### src/rtl/ball_ctrl.sv
// ball_ctrl: Pong-style ball/paddle/score controller, updated once per frame_tick.
// Optional feature: define BALL_SPEEDUP_EN to make each paddle hit raise the
// ball speed (1..4). The speed returns to 1 on every serve. Without the macro,
// the speed is fixed at 1 and no speed register exists.
module ball_ctrl #(
    parameter int SERVE_FRAMES = 60,
    parameter int WIN_SCORE    = 9
) (
    input  logic        clk,
    input  logic        reset,
    input  logic        frame_tick,
    input  logic        l_up,
    input  logic        l_down,
    input  logic        r_up,
    input  logic        r_down,
    input  logic        start,
    output logic [7:0]  ball_x,
    output logic [7:0]  ball_y,
    output logic [15:0] lpaddle,
    output logic [15:0] rpaddle,
    output logic [3:0]  score_l,
    output logic [3:0]  score_r,
    output logic        switch_background,
    output logic        game_over
);

    localparam int CW = (SERVE_FRAMES > 1) ? $clog2(SERVE_FRAMES) : 1;

    typedef enum logic [1:0] {S_SERVE, S_PLAY, S_SCORE, S_OVER} state_t;

    state_t        state_q, state_d;
    logic [CW-1:0] frame_cnt_q, frame_cnt_d;
    logic [7:0]    ball_x_q, ball_x_d, ball_y_q, ball_y_d;
    logic          dx_q, dx_d;   // 1 = moving right (toward the lpaddle column)
    logic          dy_q, dy_d;   // 1 = moving down
    logic [3:0]    lpos_q, lpos_d, rpos_q, rpos_d;
    logic [3:0]    score_l_q, score_l_d, score_r_q, score_r_d;
    logic          bg_q, bg_d;
    logic [2:0]    speed;

    logic [8:0]    spd9, x_inc, x_dec, y_inc, y_dec;
    logic [3:0]    score_l_inc, score_r_inc;

    // One paddle step: a single pressed button moves one row, saturating at 0/13
    function automatic logic [3:0] paddle_step(input logic [3:0] pos,
                                               input logic up, input logic dn);
        logic [3:0] r;
        r = pos;
        if (up && !dn && pos != 4'd0)
            r = pos - 4'd1;
        else if (dn && !up && pos < 4'd13)
            r = pos + 4'd1;
        return r;
    endfunction

`ifdef BALL_SPEEDUP_EN
    logic [2:0] speed_q, speed_d;
    assign speed = speed_q;

    // Speed: back to 1 while serving, +1 per paddle hit (a dx flip in PLAY), max 4
    always_comb begin
        speed_d = speed_q;
        if (state_q == S_SERVE)
            speed_d = 3'd1;
        else if (state_q == S_PLAY && dx_d != dx_q && speed_q < 3'd4)
            speed_d = speed_q + 3'd1;
    end

    // Speed register
    always_ff @(posedge clk) begin
        if (reset) speed_q <= 3'd1;
        else       speed_q <= speed_d;
    end
`else
    assign speed = 3'd1;
`endif

    assign spd9        = {6'd0, speed};
    assign x_inc       = {1'b0, ball_x_q} + spd9;
    assign x_dec       = {1'b0, ball_x_q} - spd9;
    assign y_inc       = {1'b0, ball_y_q} + spd9;
    assign y_dec       = {1'b0, ball_y_q} - spd9;
    assign score_l_inc = score_l_q + 4'd1;
    assign score_r_inc = score_r_q + 4'd1;

    assign lpaddle           = 16'h0007 << lpos_q;
    assign rpaddle           = 16'h0007 << rpos_q;
    assign ball_x            = ball_x_q;
    assign ball_y            = ball_y_q;
    assign score_l           = score_l_q;
    assign score_r           = score_r_q;
    assign switch_background = bg_q;
    assign game_over         = (state_q == S_OVER);

    // Next-state: paddles on every tick, ball/score per game state
    always_comb begin
        state_d     = state_q;
        frame_cnt_d = frame_cnt_q;
        ball_x_d    = ball_x_q;
        ball_y_d    = ball_y_q;
        dx_d        = dx_q;
        dy_d        = dy_q;
        lpos_d      = lpos_q;
        rpos_d      = rpos_q;
        score_l_d   = score_l_q;
        score_r_d   = score_r_q;
        bg_d        = bg_q;

        if (frame_tick) begin
            lpos_d = paddle_step(lpos_q, l_up, l_down);
            rpos_d = paddle_step(rpos_q, r_up, r_down);
        end

        unique case (state_q)
            S_SERVE: begin
                ball_x_d = 8'd128;
                ball_y_d = 8'd128;
                if (frame_tick) begin
                    if (frame_cnt_q == CW'(SERVE_FRAMES - 1)) begin
                        frame_cnt_d = '0;
                        state_d     = S_PLAY;
                    end else begin
                        frame_cnt_d = frame_cnt_q + CW'(1);
                    end
                end
            end
            S_PLAY: begin
                if (frame_tick) begin
                    // Vertical walls clamp and reflect
                    if (!dy_q) begin
                        if ({1'b0, ball_y_q} <= spd9) begin
                            ball_y_d = 8'd0;
                            dy_d     = 1'b1;
                        end else begin
                            ball_y_d = y_dec[7:0];
                        end
                    end else if (y_inc >= 9'd255) begin
                        ball_y_d = 8'd255;
                        dy_d     = 1'b0;
                    end else begin
                        ball_y_d = y_inc[7:0];
                    end
                    // Paddle edges: test the row of the pre-move ball against pre-move masks
                    if (!dx_q) begin
                        if ({1'b0, ball_x_q} <= 9'd16 + spd9) begin
                            ball_x_d = 8'd16;
                            if (rpaddle[ball_y_q[7:4]]) dx_d    = 1'b1;
                            else                        state_d = S_SCORE;
                        end else begin
                            ball_x_d = x_dec[7:0];
                        end
                    end else if (x_inc >= 9'd239) begin
                        ball_x_d = 8'd239;
                        if (lpaddle[ball_y_q[7:4]]) dx_d    = 1'b0;
                        else                        state_d = S_SCORE;
                    end else begin
                        ball_x_d = x_inc[7:0];
                    end
                end
            end
            S_SCORE: begin
                // dx is left untouched by a miss, so it still points at the edge
                // that was missed: that names the scorer and is the next serve dx.
                bg_d        = ~bg_q;
                frame_cnt_d = '0;
                if (!dx_q) begin
                    score_l_d = score_l_inc;
                    state_d   = (score_l_inc == 4'(WIN_SCORE)) ? S_OVER : S_SERVE;
                end else begin
                    score_r_d = score_r_inc;
                    state_d   = (score_r_inc == 4'(WIN_SCORE)) ? S_OVER : S_SERVE;
                end
            end
            S_OVER: begin
                ball_x_d = 8'd128;
                ball_y_d = 8'd128;
                if (start) begin
                    score_l_d   = 4'd0;
                    score_r_d   = 4'd0;
                    frame_cnt_d = '0;
                    state_d     = S_SERVE;
                end
            end
            default: state_d = S_SERVE;
        endcase
    end

    // State registers with synchronous reset
    always_ff @(posedge clk) begin
        if (reset) begin
            state_q     <= S_SERVE;
            frame_cnt_q <= '0;
            ball_x_q    <= 8'd128;
            ball_y_q    <= 8'd128;
            dx_q        <= 1'b1;
            dy_q        <= 1'b1;
            lpos_q      <= 4'd6;
            rpos_q      <= 4'd6;
            score_l_q   <= 4'd0;
            score_r_q   <= 4'd0;
            bg_q        <= 1'b0;
        end else begin
            state_q     <= state_d;
            frame_cnt_q <= frame_cnt_d;
            ball_x_q    <= ball_x_d;
            ball_y_q    <= ball_y_d;
            dx_q        <= dx_d;
            dy_q        <= dy_d;
            lpos_q      <= lpos_d;
            rpos_q      <= rpos_d;
            score_l_q   <= score_l_d;
            score_r_q   <= score_r_d;
            bg_q        <= bg_d;
        end
    end

endmodule

### config.mk
export PLATFORM = sky130hd
export DESIGN_NAME = ball_ctrl
export DESIGN_NICKNAME = d
export VERILOG_FILES = /design/src/rtl/ball_ctrl.sv
export SDC_FILE = /design/constraint.sdc
export NUM_CORES = 1
export LEC_CHECK = 0
export ABC_AREA = 1
export CAP_MARGIN = 20
export CORE_ASPECT_RATIO = 1.1
export CORE_MARGIN = 2
export CORE_UTILIZATION = 54
export DETAILED_ROUTE_END_ITERATION = 8
export PLACE_DENSITY_LB_ADDON = 0.1
export SLEW_MARGIN = 20
export SYNTH_ARGS = -nofsm -noshare
export SYNTH_HDL_FRONTEND = slang
export SYNTH_SLANG_ARGS = --single-unit
### constraint.sdc
create_clock -name clk -period 2.71 [get_ports clk]
set_input_delay 0.542 -clock clk [delete_from_list [all_inputs] [get_ports clk]]
set_output_delay 0.542 -clock clk [all_outputs]
set_load 0.02 [all_outputs]
==> summary.md <==
| Metric | Value |
|---|---|
| CP Cell Sequence | `inv_1 -> nor2_1 -> nand2_1 -> inv_1 -> clkdlybuf4s50_1` |
| Port bufs | `65` |
| Fin nets | `698` |
| Worst-path fanout max | `13` |
| Combinational group share of total power | `49.1%` |
| Wire length on met2 | `4.87 mm` |
| Slew Limit Fails | `0` |
| CTS H-tree depth | `2` |
| CP Data Required Time | `2.17 ns` |
| Seq cells post-synth | `43` |
| P_leak | `0.00205 uW` |
| Initial antenna violation count | `0` |
| Psw | `1080 uW` |
| Core area | `6670 um^2` |
| WL per Instance | `13.4 um` |
| DRC viols | `0` |
| Internal power | `1340 uW` |
| Total power | `2420 uW` |
| Post-Route WL | `10.0 mm` |
| Cell area after layout | `4530 um^2` |
| Post-synth cell types | `36` |
| Tot GR Track Use | `25.9%` |
| # diodes | `0` |
| Tightest Hold Check Type | `flip-flop to flip-flop` |
| DRT iter0 DRCs | `335` |
| Register area share after synthesis | `22.9%` |
| Largest stage delay, worst path | `0.60 ns` |
| Max_cap viols | `0` |
| Vias | `4221` |
| Syn_area_per_cell | `6.14 um^2` |
| Clk root buf | `clkbuf_8` |
| Final period util | `94.5%` |
| Share of layout cells above drive strength 1 | `5.08%` |
| Routability cong. | `0.873` |
| CP Class | `flip-flop to output pin` |
| Rows | `31` |
| TritonCTS buffer count | `5` |
| Top Layer Used | `met4` |
| Detail Placement HPWL | `7.69 mm` |
| Chip height | `91.6 um` |
| Crit start category | `flip-flop` |
| Full die area | `7660 um^2` |
| Detailed Routing Iterations Pass 1 | `5` |
| Initial core utilization | `56.5%` |
| Mapped Area | `3770 um^2` |
| Syn Inst Count | `613` |
| Setup TNS | `0 ns` |
| Num ports | `66` |
| Vias in the first global route | `3866` |
| Crit path max-delay cell type | `clkdlybuf4s50_1` |
| Largest net degree at the start of global routing | `19` |
| Post-DRT Antenna Nets | `0` |
| Fin Hold WS | `0.483 ns` |
| Met3 WL post-DR | `486 um` |
| Outcome | `completed` |
| Fmax | `390 MHz` |
| Clock slew at reported path FFs | `0.09 ns` |
| Slew headroom | `56.7%` |
| CTS Buffer Depth | `2` |
| DR vias/cell | `5.62` |
| Placed instance area | `4440 um^2` |
| Worst Path Buf+Inv | `3` |
| Pwr Density | `534 nW/um^2` |
| Remaining Overflow, GRT | `0` |
| VDD IR max | `0.373 mV` |
| Met1 Wirelength | `4.52 mm` |
| Die Wd | `83.6 um` |
| Syn Nets | `643` |
| Final setup viols | `0` |
| Least-Margin Pin Slew | `0.644 ns` |
| CTS tree | `done` |
| Dominant delay contributor by cell family on the critical path | `buffers and inverters` |
| CP Data Arrival Time | `2.02 ns` |
| Crit path capture type | `output pin` |
| Synth top area share | `22.9%` |
| Unrepaired setup endpoints after global routing | `false` |
| Area leader, netlist | `dfxtp_1` |
| Worst-Skew Late Latency | `0.30 ns` |
| Final Skew | `0.00576 ns` |
| Sw Share | `44.6%` |
| Fillers | `634` |
| CTS sink cnt | `43` |
| First-pass GRT wire length | `16.9 mm` |
| Clock network fraction of total power | `17.8%` |
| Area delta synth->final | `20.3%` |
| Synth area leaders | `dfxtp_1 23%, nand2_1 14%, inv_1 8.4%` |
| Final Hold Viols | `0` |
| Seq pwr share | `33.1%` |
| Syn. warnings | `0` |
| Most frequent CP cell | `inv_1` |
| Min Tclk post-route | `2.56 ns` |
## sequential cells by signal, indices dropped and copies added (netlist names)
| name | flops |
|---|---|
| frame_cnt_q | 6 |
| dx_q | 1 |
| state_q | 2 |
| ball_x | 8 |
| score_r | 4 |
| rpos_q | 4 |
| ball_y | 8 |
| lpos_q | 4 |
| switch_background | 1 |
| score_l | 4 |
| dy_q | 1 |
## per-layer routing
metal	track usage (%)	vias up
met2	46.1	140
li1	-	2119
met4	8.87	0
met3	3.64	14
met5	0	-
met1	31.9	1948
## kinds of logic after synthesis
| family | Yosys count | synth area share (%) |
|---|---|---|
| xor+xnor | 25 | 5.81 |
| fa+ha+maj | 22 | 7.71 |
| flops | 43 | 22.9 |
| buf+inv | 111 | 12.2 |
| simple gates | 311 | 36.6 |
| compound gates | 101 | 14.9 |
## through the flow
stage / std cells / util (%) / setup WS (ns)
6_report: 751 / 67.9 / 0.149
4_1_cts: 751 / 67.8 / 0.0404
5_1_grt: 751 / 67.9 / 0.0594
3_3_place_gp: 743 / 66.5 / 0.238
3_5_place_dp: 743 / 66.5 / 0.107
2_1_floorplan: 613 / - / 0.208
## path summary, 6_finish.rpt
check	slack, ns	depth (start not counted)	end	startpoint
min reg2reg	0.48	1	frame_cnt_q[5]	frame_cnt_q[5]
max	0.15	5	rpaddle[12]	rpos_q[3]
min	0.48	1	frame_cnt_q[5]	frame_cnt_q[5]
max reg2reg	0.35	10	lpos_q[3]	lpos_q[1]
## worst reg2reg max path: cells and delay by family, from the launching register on
kind	cells	cell delay, ns
compound gates	2	0.22
buf+inv	1	0.05
flops	1	0.59
simple gates	5	0.81
fa+ha+maj	1	0.34
xor+xnor	1	0.22
## layout make-up
type                    count  area (um^2)  area share (%)
clock buffers               5         68.8            1.52
clock inverters             3         20.0           0.442
inverters                  88          330            7.29
multi-input cells         459         2450            54.0
flip-flops and latches     43          866            19.1
well taps                  82          103            2.26
repair buffers             71          696            15.4
## timing repair
action | in CTS | in global routing
hold buffers | 0 | 0
resized for setup | 0 | 4
setup endpoints to repair | 0 | 8
buffers inserted | 0 | 0
## cell usage after synthesis (all sizes together)
cell,n
clkbuf,6
nor3b,2
fa,2
o211a,2
dfxtp,43
nor2,65
a31oi,4
ha,20
nor4,1
xnor2,6
nand3,58
a32o,1
a211oi,1
xor2,19
nor3,25
o21ai,36
a311oi,1
inv,88
a21boi,1
and2,1
nand2,139
nand4,19
buf,17
or2,1
a21oi,46
o311ai,1
o211ai,6
o21bai,1
a2bb2oi,1
## power groups by stage
| stage | clock network [uW] | registers [uW] | logic [uW] |
|---|---|---|---|
| floorplan | 0 | 802 | 795 |
| global placement | 0 | 809 | 1150 |
| detailed placement | 0 | 811 | 1180 |
| CTS | 435 | 798 | 1180 |
| global route | 465 | 816 | 1320 |
| finish | 430 | 800 | 1190 |
## cell usage in the layout, fill, tap and decap left out, types with 20 or more instances in the layout
master,count
a21oi_1,46
clkdlybuf4s50_1,65
dfxtp_1,39
ha_1,20
inv_1,84
nand2_1,138
nand3_1,56
nor2_1,60
nor3_1,21
o21ai_0,35
(Power assumes the default switching activity.)
